==> config.mk <==
export PLATFORM = sky130hd
export DESIGN_NAME = poly_mod_sq_loop_ctrl_flat
export DESIGN_NICKNAME = d
export VERILOG_FILES = /design/src/rtl/poly_mod_pkg.sv /design/src/rtl/poly_mod_sq_loop_ctrl_if.sv /design/src/rtl/poly_mod_sq_loop_ctrl_sq_watchdog.sv /design/src/rtl/poly_mod_sq_loop_ctrl.sv /design/src/flat_wrapper.sv
export SDC_FILE = /design/constraint.sdc
export NUM_CORES = 1
export LEC_CHECK = 0
export ABC_AREA = 1
export BUFFER_PORTS_ARGS = -buffer_cell sky130_fd_sc_hd__buf_2
export CORE_AREA = 4 4 286 288
export CTS_BUF_LIST = sky130_fd_sc_hd__clkbuf_4 sky130_fd_sc_hd__clkbuf_8
export CTS_CLUSTER_SIZE = 20
export DETAILED_ROUTE_END_ITERATION = 7
export DIE_AREA = 0 0 290 292
export GPL_ROUTABILITY_DRIVEN = 1
export HOLD_SLACK_MARGIN = 0.12
export SYNTH_ARGS = -nofsm -noshare
export SYNTH_HDL_FRONTEND = slang
export SYNTH_SLANG_ARGS = --single-unit
==> constraint.sdc <==
create_clock -name i_clk -period 15.6 [get_ports i_clk]
set_clock_uncertainty 0.2 [all_clocks]
set_input_delay 0 -clock i_clk [delete_from_list [all_inputs] [get_ports i_clk]]
set_output_delay 0 -clock i_clk [all_outputs]
set_load 0.005 [all_outputs]
==> src/rtl/poly_mod_pkg.sv <==
// Shared types for the VDF squaring-loop sequencer: FSM state and operand shapes.
package poly_mod_pkg;
  localparam int PKG_WORD_BITS       = 16;
  localparam int PKG_NUM_WORDS       = 8;
  localparam int PKG_REDUN_WORD_BITS = 1;
  localparam int PKG_I_WORD          = PKG_NUM_WORDS + 1;
  localparam int PKG_COEF_BITS       = PKG_WORD_BITS + PKG_REDUN_WORD_BITS;

  typedef enum logic [1:0] {S_IDLE, S_ISSUE, S_WAIT, S_DRAIN} state_t;

  typedef logic [PKG_COEF_BITS-1:0] coef_t;
  typedef coef_t [PKG_I_WORD-1:0]   operand_t;
endpackage

==> src/rtl/poly_mod_sq_loop_ctrl_if.sv <==
// Host command and squarer handshake bundle for the squaring-loop sequencer.
interface poly_mod_sq_loop_ctrl_if #(
  parameter int I_WORD    = 9,
  parameter int COEF_BITS = 17,
  parameter int T_BITS    = 64
);
  logic                                i_start;
  logic [T_BITS-1:0]                   i_t;
  logic [I_WORD-1:0][COEF_BITS-1:0]    i_dat;
  logic                                i_abort;
  logic                                o_ready;
  logic                                o_sq_val;
  logic [I_WORD-1:0][COEF_BITS-1:0]    o_sq_dat;
  logic                                i_sq_val;
  logic [I_WORD-1:0][COEF_BITS-1:0]    i_sq_dat;
  logic                                o_val;
  logic [I_WORD-1:0][COEF_BITS-1:0]    o_dat;
  logic [T_BITS-1:0]                   o_iter;
  logic                                o_err;

  // sequencer side
  modport slave (
    input  i_start, i_t, i_dat, i_abort, i_sq_val, i_sq_dat,
    output o_ready, o_sq_val, o_sq_dat, o_val, o_dat, o_iter, o_err
  );

  // host + squarer side
  modport master (
    output i_start, i_t, i_dat, i_abort, i_sq_val, i_sq_dat,
    input  o_ready, o_sq_val, o_sq_dat, o_val, o_dat, o_iter, o_err
  );
endinterface

==> src/rtl/poly_mod_sq_loop_ctrl_sq_watchdog.sv <==
// Squarer watchdog: counts cycles since the last issue, pulses when the budget is spent.
module sq_watchdog #(
  parameter int WD_CYCLES = 64
) (
  input  logic i_clk,
  input  logic i_rst,
  input  logic i_clr,
  input  logic i_en,
  output logic o_expire
);
  localparam int CW = $clog2(WD_CYCLES + 1);

  logic [CW-1:0] r_cnt;

  // The issue cycle itself counts as elapsed, so a clear loads 1.
  always_ff @(posedge i_clk or posedge i_rst) begin
    if (i_rst)                r_cnt <= '0;
    else if (i_clr)           r_cnt <= CW'(1);
    else if (i_en && !o_expire) r_cnt <= r_cnt + CW'(1);
  end

  assign o_expire = i_en && (r_cnt == CW'(WD_CYCLES - 1));
endmodule

==> src/rtl/poly_mod_sq_loop_ctrl.sv <==
// VDF squaring-loop sequencer: issues one operand at a time, feeds results back T times.
module poly_mod_sq_loop_ctrl
  import poly_mod_pkg::*;
#(
  parameter int WORD_BITS       = 16,
  parameter int NUM_WORDS       = 8,
  parameter int REDUN_WORD_BITS = 1,
  parameter int I_WORD          = NUM_WORDS + 1,
  parameter int COEF_BITS       = WORD_BITS + REDUN_WORD_BITS,
  parameter int T_BITS          = 64,
  parameter int WD_CYCLES       = 64
) (
  input  logic                   i_clk,
  input  logic                   i_rst,
  poly_mod_sq_loop_ctrl_if.slave bus
);
  state_t                           r_state;
  logic [T_BITS-1:0]                r_t;
  logic [T_BITS-1:0]                r_iter;
  logic [I_WORD-1:0][COEF_BITS-1:0] r_op;
  logic [I_WORD-1:0][COEF_BITS-1:0] r_dat;
  logic                             r_ready;
  logic                             r_sq_val;
  logic                             r_val;
  logic                             r_err;

  logic [T_BITS-1:0] w_iter_nxt;
  logic              w_wd_clr;
  logic              w_wd_en;
  logic              w_wd_exp;

  assign w_iter_nxt = r_iter + T_BITS'(1);
  assign w_wd_clr   = (r_state == S_ISSUE);
  assign w_wd_en    = (r_state == S_WAIT) || (r_state == S_DRAIN);

  sq_watchdog #(.WD_CYCLES(WD_CYCLES)) u_wd (
    .i_clk    (i_clk),
    .i_rst    (i_rst),
    .i_clr    (w_wd_clr),
    .i_en     (w_wd_en),
    .o_expire (w_wd_exp)
  );

  // Main FSM; the issue strobe is registered on entry to ISSUE so it is visible in that state.
  always_ff @(posedge i_clk or posedge i_rst) begin
    if (i_rst) begin
      r_state  <= S_IDLE;
      r_t      <= '0;
      r_iter   <= '0;
      r_op     <= '0;
      r_dat    <= '0;
      r_ready  <= 1'b1;
      r_sq_val <= 1'b0;
      r_val    <= 1'b0;
      r_err    <= 1'b0;
    end else begin
      r_sq_val <= 1'b0;
      r_val    <= 1'b0;
      case (r_state)
        S_IDLE: begin
          if (bus.i_start) begin
            r_err  <= 1'b0;
            r_iter <= '0;
            if (bus.i_t == '0) begin
              r_dat <= bus.i_dat;
              r_val <= 1'b1;
            end else begin
              r_t      <= bus.i_t;
              r_op     <= bus.i_dat;
              r_sq_val <= 1'b1;
              r_ready  <= 1'b0;
              r_state  <= S_ISSUE;
            end
          end
          // A result with nothing in flight is a squarer fault; it outranks the start clear.
          if (bus.i_sq_val) r_err <= 1'b1;
        end
        S_ISSUE: begin
          if (bus.i_sq_val) r_err <= 1'b1;
          if (bus.i_abort) begin
            r_ready <= 1'b1;
            r_state <= S_IDLE;
          end else begin
            r_state <= S_WAIT;
          end
        end
        S_WAIT: begin
          if (bus.i_abort) begin
            // If the result lands with the abort there is nothing left to drain.
            if (bus.i_sq_val) begin
              r_ready <= 1'b1;
              r_state <= S_IDLE;
            end else begin
              r_state <= S_DRAIN;
            end
          end else if (bus.i_sq_val) begin
            r_iter <= w_iter_nxt;
            if (w_iter_nxt == r_t) begin
              r_dat   <= bus.i_sq_dat;
              r_val   <= 1'b1;
              r_ready <= 1'b1;
              r_state <= S_IDLE;
            end else begin
              r_op     <= bus.i_sq_dat;
              r_sq_val <= 1'b1;
              r_state  <= S_ISSUE;
            end
          end else if (w_wd_exp) begin
            r_err   <= 1'b1;
            r_ready <= 1'b1;
            r_state <= S_IDLE;
          end
        end
        S_DRAIN: begin
          if (bus.i_sq_val) begin
            r_ready <= 1'b1;
            r_state <= S_IDLE;
          end else if (w_wd_exp) begin
            r_err   <= 1'b1;
            r_ready <= 1'b1;
            r_state <= S_IDLE;
          end
        end
        default: begin
          r_ready <= 1'b1;
          r_state <= S_IDLE;
        end
      endcase
    end
  end

  assign bus.o_ready  = r_ready;
  assign bus.o_sq_val = r_sq_val;
  assign bus.o_sq_dat = r_op;
  assign bus.o_val    = r_val;
  assign bus.o_dat    = r_dat;
  assign bus.o_iter   = r_iter;
  assign bus.o_err    = r_err;
endmodule
==> src/flat_wrapper.sv <==
// flat-port wrapper written by rule: the top's interface ports become plain ports
module poly_mod_sq_loop_ctrl_flat import poly_mod_pkg::*;
#(
  parameter int WORD_BITS       = 16,
  parameter int NUM_WORDS       = 8,
  parameter int REDUN_WORD_BITS = 1,
  parameter int I_WORD          = NUM_WORDS + 1,
  parameter int COEF_BITS       = WORD_BITS + REDUN_WORD_BITS,
  parameter int T_BITS          = 64,
  parameter int WD_CYCLES       = 64
)
  (i_clk, i_rst, bus_i_start, bus_i_t, bus_i_dat, bus_i_abort, bus_i_sq_val, bus_i_sq_dat, bus_o_ready, bus_o_sq_val, bus_o_sq_dat, bus_o_val, bus_o_dat, bus_o_iter, bus_o_err);
  poly_mod_sq_loop_ctrl_if #(.I_WORD(I_WORD), .COEF_BITS(COEF_BITS), .T_BITS(T_BITS)) bus_i ();
  input  logic i_clk;
  input  logic i_rst;
  input wire logic [$bits(bus_i.i_start)-1:0] bus_i_start;
  input wire logic [$bits(bus_i.i_t)-1:0] bus_i_t;
  input wire logic [$bits(bus_i.i_dat)-1:0] bus_i_dat;
  input wire logic [$bits(bus_i.i_abort)-1:0] bus_i_abort;
  input wire logic [$bits(bus_i.i_sq_val)-1:0] bus_i_sq_val;
  input wire logic [$bits(bus_i.i_sq_dat)-1:0] bus_i_sq_dat;
  output wire logic [$bits(bus_i.o_ready)-1:0] bus_o_ready;
  output wire logic [$bits(bus_i.o_sq_val)-1:0] bus_o_sq_val;
  output wire logic [$bits(bus_i.o_sq_dat)-1:0] bus_o_sq_dat;
  output wire logic [$bits(bus_i.o_val)-1:0] bus_o_val;
  output wire logic [$bits(bus_i.o_dat)-1:0] bus_o_dat;
  output wire logic [$bits(bus_i.o_iter)-1:0] bus_o_iter;
  output wire logic [$bits(bus_i.o_err)-1:0] bus_o_err;
  assign bus_i.i_start = bus_i_start;
  assign bus_i.i_t = bus_i_t;
  assign bus_i.i_dat = bus_i_dat;
  assign bus_i.i_abort = bus_i_abort;
  assign bus_i.i_sq_val = bus_i_sq_val;
  assign bus_i.i_sq_dat = bus_i_sq_dat;
  assign bus_o_ready = bus_i.o_ready;
  assign bus_o_sq_val = bus_i.o_sq_val;
  assign bus_o_sq_dat = bus_i.o_sq_dat;
  assign bus_o_val = bus_i.o_val;
  assign bus_o_dat = bus_i.o_dat;
  assign bus_o_iter = bus_i.o_iter;
  assign bus_o_err = bus_i.o_err;
  poly_mod_sq_loop_ctrl #(.WORD_BITS(WORD_BITS), .NUM_WORDS(NUM_WORDS), .REDUN_WORD_BITS(REDUN_WORD_BITS), .I_WORD(I_WORD), .COEF_BITS(COEF_BITS), .T_BITS(T_BITS), .WD_CYCLES(WD_CYCLES)) u_core (.i_clk(i_clk), .i_rst(i_rst), .bus(bus_i));
endmodule
Word-level counts from Yosys, hierarchy flattened
Index checks and enable logic that the tools add are counted.

storage, ports and cells
  bits in registers = 447
  input port bits = 375

operators by class
  add/sub/neg operators = 2
  equal/unequal tests = 17
  mux-type cells = 56
  bitwise gates (word level) = 1
  reduce and logical (&&, ||, !) cells = 15

operators with widths
  operator                                                          number
  153-bit 2-to-1 mux                                                10
  153-bit case mux with 2 select lines                              2
  64-bit 2-to-1 mux                                                 3
  64-bit case mux with 2 select lines                               1
  64-bit by 1-bit adder with 64-bit output (second input constant)  1
  64-bit == test                                                    1
  64-bit logical NOT                                                1
  1-bit 2-to-1 mux                                                  25
  2-bit 2-to-1 mux                                                  8
  2-bit != test (second input constant)                             8
  7-bit 2-to-1 mux                                                  2
  6-bit AND reduction                                               2
  1-bit case mux with 4 select lines                                2
  2-bit case mux with 4 select lines                                1
  7-bit by 1-bit adder with 7-bit output (second input constant)    1
  7-bit by 6-bit == test with 1-bit output (second input constant)  1
  3-bit != test (second input constant)                             2
  3-bit AND reduction                                               2
  5-bit AND reduction                                               1
  2-bit == test (second input constant)                             2
  4-bit != test (second input constant)                             1
  1-bit case mux with 2 select lines                                2
  4-bit AND reduction                                               1
  2-bit nonzero test                                                2
  other kinds (8)                                                   9

Logic depth before layout (Yosys ltp)
Gate-level depths: netlist of run 1.

  word-level depth = 7
  gate-level depth with buffers = 24
  gate-level depth less buffers = 21

Cells and area by module
Synthesis of run 1 repeated with hierarchy kept, for this count alone.

unflattened totals
  cell total of the unflattened synthesis = 3172
  area total of the unflattened synthesis = 22975.8 um^2

by module, submodules not included
  module                 instances  cells each  area an instance (um^2)  sequential area each (um^2)
  poly_mod_sq_loop_ctrl  1          3118        22575.4                  11011.8
  sq_watchdog            1          54          400.4                    175.2

Least setup slack after synthesis of run 1
No wires, ideal clock.

  path type = register -> register
  from = register u_core.r_iter[0] (netlist: u_core.bus.o_iter[0])
  to = register u_core.r_dat (netlist bit u_core.bus.o_dat[17])
  setup time = 0.117 ns
  data arrival time = 2.640 ns
  setup slack = 12.643 ns
  stages on the path, launching flop included = 23
  clock period less this slack = 2.957 ns
  cells stage by stage = dfrtp_1 > ha_1 > nand2_2 > nor2_4 > nand2_1 > nor2_1 > buf_4 > nand2_2 > nor2_1 > nand2_1 > nand2_1 > nand2_1 > a21oi_1 > nand2_1 > nor2_1 > nand2_1 > nor2_1 > nand3_1 > buf_2 > buf_2 > buf_2 > nand3_1 > nand2_1

on the way
  cells in the longest elaborated chain, start to end = 4

ends and longest elaborated chain
  item                                      RTL line                     source
  start: declaration                        poly_mod_sq_loop_ctrl.sv:19  logic [T_BITS-1:0] r_iter;
  start signal: assignment                  poly_mod_sq_loop_ctrl.sv:97  r_iter <= w_iter_nxt;
  64-bit by 1-bit adder with 64-bit output  poly_mod_sq_loop_ctrl.sv:32  assign w_iter_nxt = r_iter + T_BITS'(1);
  64-bit == test                            poly_mod_sq_loop_ctrl.sv:98  if (w_iter_nxt == r_t) begin
  2-bit != test (no source line)            -
  6-bit AND reduction (no source line)      -
  end signal: assignment                    poly_mod_sq_loop_ctrl.sv:65  r_dat <= bus.i_dat;
  end signal: assignment                    poly_mod_sq_loop_ctrl.sv:99  r_dat <= bus.i_sq_dat;
  end: declaration                          poly_mod_sq_loop_ctrl.sv:21  logic [I_WORD-1:0][COEF_BITS-1:0] r_dat;

No other way between the ends.
A chain may end at the register's enable or synchronous reset.

Final worst setup path of run 1
  from = register u_core.r_iter[0] (netlist: u_core.bus.o_iter[0])
  to = register u_core.r_dat (netlist bit u_core.bus.o_dat[14])

The elaborated chain is that of the path after synthesis.

==> flow_metrics.py, run 1 <==
metrics = {
    "run_status": {
        "status": "completed",
    },
    "job": {
        "drv_cap": 0,
    },
    "setup_path": {
        "worst-path-max-fanout": 90,
        "timing.rr.start": "u_core.bus.o_iter[0]",
        "cp-end-kind": "flop",
        "ff2ff_setup_slack_ns": 9.29,
        "setup.worst_path.start": "u_core.bus.o_iter[0]",
        "critPathRequiredTime_ns": 16.00,
        "r2r-end": "u_core.bus.o_dat[14]",
        "cp-endpoint": "u_core.bus.o_dat[14]",
        "worstPathArrival_ns": 6.71,
        "worst-setup-path-type": "flop to flop",
        "critPathLaunchType": "flop",
        "worstRegToRegCells": 19,
    },
    "power_and_ir_drop": {
        "p_leak_nw": 19.8,
        "vdd_ir_drop_max_v": 0.0000869,
        "power_mw": 5.12,
        "power.density_nw_per_um2": 134,
    },
    "floorplan": {
        "die-area_um2": 84700,
        "start_util_pct": 29.4,
        "die_y_um": 292,
        "row_count": 103,
        "ioPinCount": 749,
        "die-width_um": 290,
        "core_um2": 78900,
    },
    "cells_and_area": {
        "final_cells": 5881,
        "nNetsFinal": 5135,
        "syn_to_final_growth_pct": 65.0,
        "final_util_pct": 48.4,
        "fill_cells": 7221,
        "seqCellArea_um2": 11200,
        "multi_input_area_um2": 10700,
        "drive_gt1_share_pct": 20.3,
    },
    "placement": {
        "pre_cts_slack_ns": 9.85,
        "dp_hpwl_um": 83100,
        "portBuffers": 748,
        "dp.cells": 4861,
        "gp_congestion": 0.972,
    },
    "synth": {
        "syn_area_um2": 23200,
        "synth_top_cells_by_area": "dfrtp_1, nand2_1, nand3_1",
        "synth_ff_type": "dfrtp_1",
        "synth_most_common_cell": "nand2_1",
        "ys_seq_area_share_pct": 48.3,
        "ys_top_cells_by_count": "nand2_1, dfrtp_1, nand3_1",
        "synth-seq-cells": 447,
        "synth.net_count": 3577,
        "synth_top_area_share_pct": 48.2,
        "synth_warnings": 0,
        "yosys.area.top_type": "dfrtp_1",
        "syn_inst": 3200,
        "avgSynthCellArea_um2": 7.24,
        "synth-edff-count": 0,
        "synth.distinct_cells": 41,
        "async_flop_share_pct": 100,
    },
    "worst_hold_path": {
        "worstHoldStart": "bus_i_sq_dat[20]",
        "hp-class": "primary input to flop",
    },
    "timing": {
        "relSlewSlack_pct": 10.2,
        "slew_viol_final": 0,
        "max_clock_freq_ghz": 0.159,
        "setup_violations": 0,
        "hold_violations": 0,
        "worst_slew_pin_slew_ns": 1.35,
        "final_min_period_over_clock_period_pct": 40.4,
        "rsz0062_at_grt": "false",
        "setup_ws_ns": 9.29,
        "min_period_ns": 6.31,
        "tns_ns": 0,
    },
    "clock_tree": {
        "cts.reportedPaths.clkPinSlew_ns": 0.06,
        "cts_tree": "done",
        "cts_made_buffers": 83,
        "ctsLongestPathBuffers": 3,
        "cts.repair.resized": 0,
        "insertion_delay_ns": 0.68,
        "cts_hold_buffers": 862,
        "post_cts_buffers": 0,
        "cts_sinks": 447,
        "cts-root-buf": "clkbuf_8",
        "cts_htree_levels": 3,
    },
    "global_routing": {
        "grt_max_degree": 119,
        "antenna_found_initial": 13,
        "gr-total-overflow": 0,
        "grt_usage_pct": 29.5,
        "grt_pass1_vias": 30900,
        "grt_pass1_wl_um": 192000,
    },
    "route": {
        "drtIter0Drc": 2687,
        "vias": 30200,
        "postRouteAntennaNets": 0,
        "wl_per_cell_um": 22.1,
        "drt_wl_total_um": 130000,
        "first_pass_iters": 8,
        "route.detailed.drc": 0,
        "viasPerCell": 5.13,
    },
}
power breakdown:
part           total (mW)  internal (mW)  leakage, nW  switching (mW)
Sequential           1.63           1.45         5.84           0.183
Clock                1.26          0.708        0.966           0.554
Combinational        2.23          0.904         13.0            1.33
through the flow:
step / hold WS, ns / cell area, um2
global placement: 0.0437 / 27700
finish: 0.176 / 38200
CTS: 0.125 / 38200
global route: 0.172 / 38200
detailed placement: 0.0442 / 27700
floorplan: -0.0623 / 23200
critical path: stages, from the launching register on:
cell and delay, ns:
dfrtp_1 0.44, ha_1 0.26, nand2_2 0.10, nor2_4 0.12, nand2_1 0.08, nor2_1 0.68, nand2_2 0.22, o21ai_1 0.22
nand3_1 0.09, nand2_1 0.12, nand3_1 0.08, nor2_1 0.10, nand4_1 0.11, nor2_1 0.20, nand3_4 0.66, nand2_8 0.88
buf_4 0.71, nand2_1 0.15, dlygate4sd3_1 0.61, nand2_1 0.07
final cells by class:
cell class	count	area share, %
Clock buffer	132	4.33
Clock inverter	15	0.419
Tap cell	1050	3.44
Sequential cell	447	29.3
Inverter	158	1.58
Timing Repair Buffer	1632	32.8
Multi-Input combinational cell	2436	28.1
Antenna cell	11	0.0720
registers in the layout (all words and copies together), names as in the netlist, 2 cells and up:
signal / count
u_core.r_t: 64
u_core.bus.o_dat: 153
u_core.bus.o_iter: 64
u_core.u_wd.r_cnt: 7
u_core.bus.o_sq_dat: 153
u_core.r_state: 2
logic make-up (layout without fill, tap and decap cells):
family	count (synthesis)	after routing	share of synthesized area [%]
flip-flops	447	447	48.3
other	0	11	0
adder cells (fa/ha/maj)	2	2	0.108
AND/OR/NAND/NOR	2238	2238	39.7
multiplexers	25	25	1.22
AO/OA/AOI/OAI	148	148	3.52
buffers and inverters	317	1937	5.73
XOR/XNOR	23	23	1.40
cells in the final DEF, fill, tap and decap left out, types with 12 or more instances in the layout:
master	n
nand2_1	1493
a21oi_1	36
o21ai_0	53
o21ai_1	12
nand3b_1	19
o22ai_1	38
nor4_1	14
buf_2	748
inv_1	149
nand3_1	429
mux2_2	25
clkbuf_8	106
nor2_1	220
dlygate4sd3_1	862
buf_4	22
clkbuf_4	26
dfrtp_1	446
nand4_1	21
routing by layer:
| metal | vias up | track usage [%] | part of all wire [%] |
|---|---|---|---|
| li1 | 13300 | - | - |
| met1 | 14300 | 33.9 | 36 |
| met4 | 2 | 23.5 | 9.7 |
| met2 | 1994 | 47.1 | 45 |
| met3 | 591 | 6.93 | 9.1 |
| met5 | - | 0 | 0.010 |
worst min path at each step:
stage	end	slack, ns	cells after the start
2_1_floorplan	u_core.r_t[24]	-0.06	2
3_3_place_gp	u_core.bus.o_sq_dat[125]	0.04	2
3_5_place_dp	u_core.bus.o_sq_dat[125]	0.04	2
4_1_cts	u_core.bus.o_dat[147]	0.12	6
5_1_grt	u_core.bus.o_dat[20]	0.17	6
6_report	u_core.bus.o_sq_dat[20]	0.18	6
(Power assumes the default switching activity.)
==> run 2, diff against run 1 <==
--- a/config.mk
+++ b/config.mk
@@ -7,11 +7,11 @@
 export LEC_CHECK = 0
 export ABC_AREA = 1
 export BUFFER_PORTS_ARGS = -buffer_cell sky130_fd_sc_hd__buf_2
-export CORE_AREA = 4 4 286 288
+export CORE_AREA = 4 4 292 294
 export CTS_BUF_LIST = sky130_fd_sc_hd__clkbuf_4 sky130_fd_sc_hd__clkbuf_8
 export CTS_CLUSTER_SIZE = 20
 export DETAILED_ROUTE_END_ITERATION = 7
-export DIE_AREA = 0 0 290 292
+export DIE_AREA = 0 0 296 298
 export GPL_ROUTABILITY_DRIVEN = 1
 export HOLD_SLACK_MARGIN = 0.12
 export SYNTH_ARGS = -nofsm -noshare
==> constraint.sdc (replaced) <==
create_clock -name i_clk -period 5.1 [get_ports i_clk]
set_clock_uncertainty 0.2 [all_clocks]
set_input_delay 0 -clock i_clk [delete_from_list [all_inputs] [get_ports i_clk]]
set_output_delay 0 -clock i_clk [all_outputs]
set_load 0.005 [all_outputs]
==> run 2 against run 1 <==
Total power rose to 3.1 times the previous value. Combinational power rose to 3.1 times the previous value. Global-route usage fell by 0.87 points. Die area rose by 4.2%. Via count fell by 0.37%. Clock power rose to 3.2 times the previous value. Final cell count rose by 0.99%. Fmax rose by 28%. Critical path depth did not move. Count of clock-buffer cells in the layout rose by 12. Critical path type unchanged. Critical endpoint is now u_core.bus.o_sq_dat[72]. Highest routed layer unchanged.
==> flow_metrics.py, run 2 (synthesis results as in run 1) <==
metrics = {
    "setup_path": {
        "ff2ff_setup_slack_ns": 0.19,
        "cp-end-kind": "flop",
        "critPathLaunchType": "flop",
        "worst-setup-path-type": "flop to flop",
        "critPathRequiredTime_ns": 5.44,
        "worstPathArrival_ns": 5.25,
        "worst-path-max-fanout": 96,
    },
    "cells_and_area": {
        "final_cells": 5939,
        "mostFrequentLayoutCells": "nand2_1, dlygate4sd3_1, buf_2, dfrtp_1, nand3_1",
        "seqCellArea_um2": 11200,
        "multi_input_area_um2": 10800,
        "nNetsFinal": 5158,
        "fill_cells": 7654,
        "final_util_pct": 46.7,
        "syn_to_final_growth_pct": 67.2,
        "mostFrequentLayoutCell": "nand2_1",
        "drive_gt1_share_pct": 20.9,
        "design_area_um2": 38700,
    },
    "job": {
        "drv_cap": 0,
    },
    "global_routing": {
        "use_met2_pct": 44.3,
        "grtUsageMet1_pct": 33.3,
        "grt.met3_usage_pct": 7.36,
        "grt_max_degree": 160,
        "grt_pass1_wl_um": 192000,
        "gr-total-overflow": 0,
        "antenna_found_initial": 12,
        "grt_busiest_layer": "met2",
        "grt_pass1_vias": 30900,
        "grt_usage_pct": 28.6,
    },
    "placement": {
        "place_area_um2": 28000,
        "pre_cts_slack_ns": 1.06,
        "dp.cells": 4899,
        "dp_hpwl_um": 84000,
        "portBuffers": 748,
        "gp_congestion": 0.989,
    },
    "power_and_ir_drop": {
        "vdd_ir_drop_max_v": 0.000445,
        "power.clock.fraction_pct": 25.2,
        "p_leak_nw": 20.0,
        "p_seq_share_pct": 31.4,
        "power.density_nw_per_um2": 411,
        "p_int_mw": 9.53,
        "switchingPower_mw": 6.40,
        "comb_power_share_pct": 43.4,
        "switching_share_pct": 40.2,
        "power_mw": 15.9,
    },
    "timing": {
        "setup_violations": 0,
        "slew_viol_final": 0,
        "tns_ns": 0,
        "worst_slew_pin_slew_ns": 1.19,
        "hold_violations": 0,
        "min_period_ns": 4.91,
        "final_min_period_over_clock_period_pct": 96.4,
        "setup_ws_ns": 0.186,
        "hold_ws_ns": 0.150,
        "max_clock_freq_ghz": 0.204,
        "relSlewSlack_pct": 20.6,
    },
    "clock_tree": {
        "ctsLongestPathBuffers": 3,
        "cts_tree": "done",
        "cts.reportedPaths.clkPinSlew_ns": 0.05,
        "cts_htree_levels": 3,
        "cts_sinks": 447,
        "cts_made_buffers": 87,
        "insertion_delay_ns": 0.69,
        "cts-root-buf": "clkbuf_8",
    },
    "route": {
        "first_pass_iters": 8,
        "route.detailed.drc": 0,
        "vias": 30100,
        "wl_per_cell_um": 22.0,
        "viasPerCell": 5.07,
        "drt_wl_total_um": 131000,
        "drtIter0Drc": 3089,
        "postRouteAntennaNets": 0,
    },
    "floorplan": {
        "die-width_um": 296,
        "core_um2": 82900,
        "start_util_pct": 27.9,
        "die_y_um": 298,
        "row_count": 106,
        "ioPinCount": 749,
        "die-area_um2": 88200,
    },
    "run_status": {
        "status": "completed",
    },
    "worst_hold_path": {
        "hp-class": "primary input to flop",
    },
}
## run 2: cell count changes in the layout (fill, tap and decap cells not counted), sizes merged
cell and change:
clkinv +3, buf +12, clkinvlp +1, dlygate4sd3 +6, inv -1, nand2 +1
bufinv -1, clkbuf +12, diode -5
## run 2: worst max-delay path, cell delays in order (launching register included)
cell and delay [ns]:
dfrtp_1 0.47, nand2_1 0.16, nor2_1 0.24, nand2_1 0.13, nor2_4 0.20, buf_4 0.16
nand2_1 0.09, nor2_1 0.21, xnor3_1 0.36, nor2_1 0.18, nand2_1 0.09, nor2_2 0.20
nand3_4 0.18, nand2_8 0.20, nand2_8 0.07, buf_12 0.20, nand2_1 0.14, dlygate4sd3_1 0.56
nand2_1 0.05, dlygate4sd3_1 0.55
## run 2: what timing repair did
action	4_1_cts	5_1_grt
resized for setup	0	14
hold endpoints to repair	853	0
setup buffers	0	4
hold buffers	868	0
endpoints found under the setup margin	0	3
## run 2: final timing paths
| kind | startpoint | end | depth (start not counted) |
|---|---|---|---|
| hold reg to reg | u_core.u_wd.r_cnt[5] | u_core.u_wd.r_cnt[5] | 1 |
| setup / recovery | u_core.bus.o_iter[7] | u_core.bus.o_sq_dat[72] | 19 |
| max in group asynchronous | i_rst | u_core.bus.o_sq_dat[14] | 5 |
| min in group asynchronous | i_rst | u_core.bus.o_sq_dat[124] | 4 |
| hold / removal | bus_i_sq_dat[128] | u_core.bus.o_sq_dat[128] | 6 |
| setup reg to reg | u_core.bus.o_iter[7] | u_core.bus.o_sq_dat[72] | 19 |
## run 2: layout make-up
cell class / instances / share of cell area, %
Sequential cell: 447 / 28.9
Antenna cell: 6 / 0.0388
Inverter: 158 / 1.55
Multi-Input combinational cell: 2437 / 27.9
Tap cell: 1080 / 3.49
Clock buffer: 144 / 4.62
Clock inverter: 17 / 0.414
Timing Repair Buffer: 1650 / 33.1
## run 2: metal layers
layer / routed length [um] / vias to the layer above
met4: 13300 / 6
met3: 13000 / 630
met2: 57300 / 2114
met1: 47000 / 14000
li1: - / 13400
met5: 40 / -
## run 2: power groups by stage
| stage | clock [mW] | sequential, mW | combinational (mW) |
|---|---|---|---|
| after global routing | 4.26 | 5.09 | 7.37 |
| after detailed placement | 0 | 5.02 | 5.38 |
| final | 4.02 | 5.01 | 6.91 |
| after floorplan | 0 | 4.96 | 2.81 |
| after global placement | 0 | 5.01 | 5.33 |
| after CTS | 4.09 | 4.98 | 6.65 |
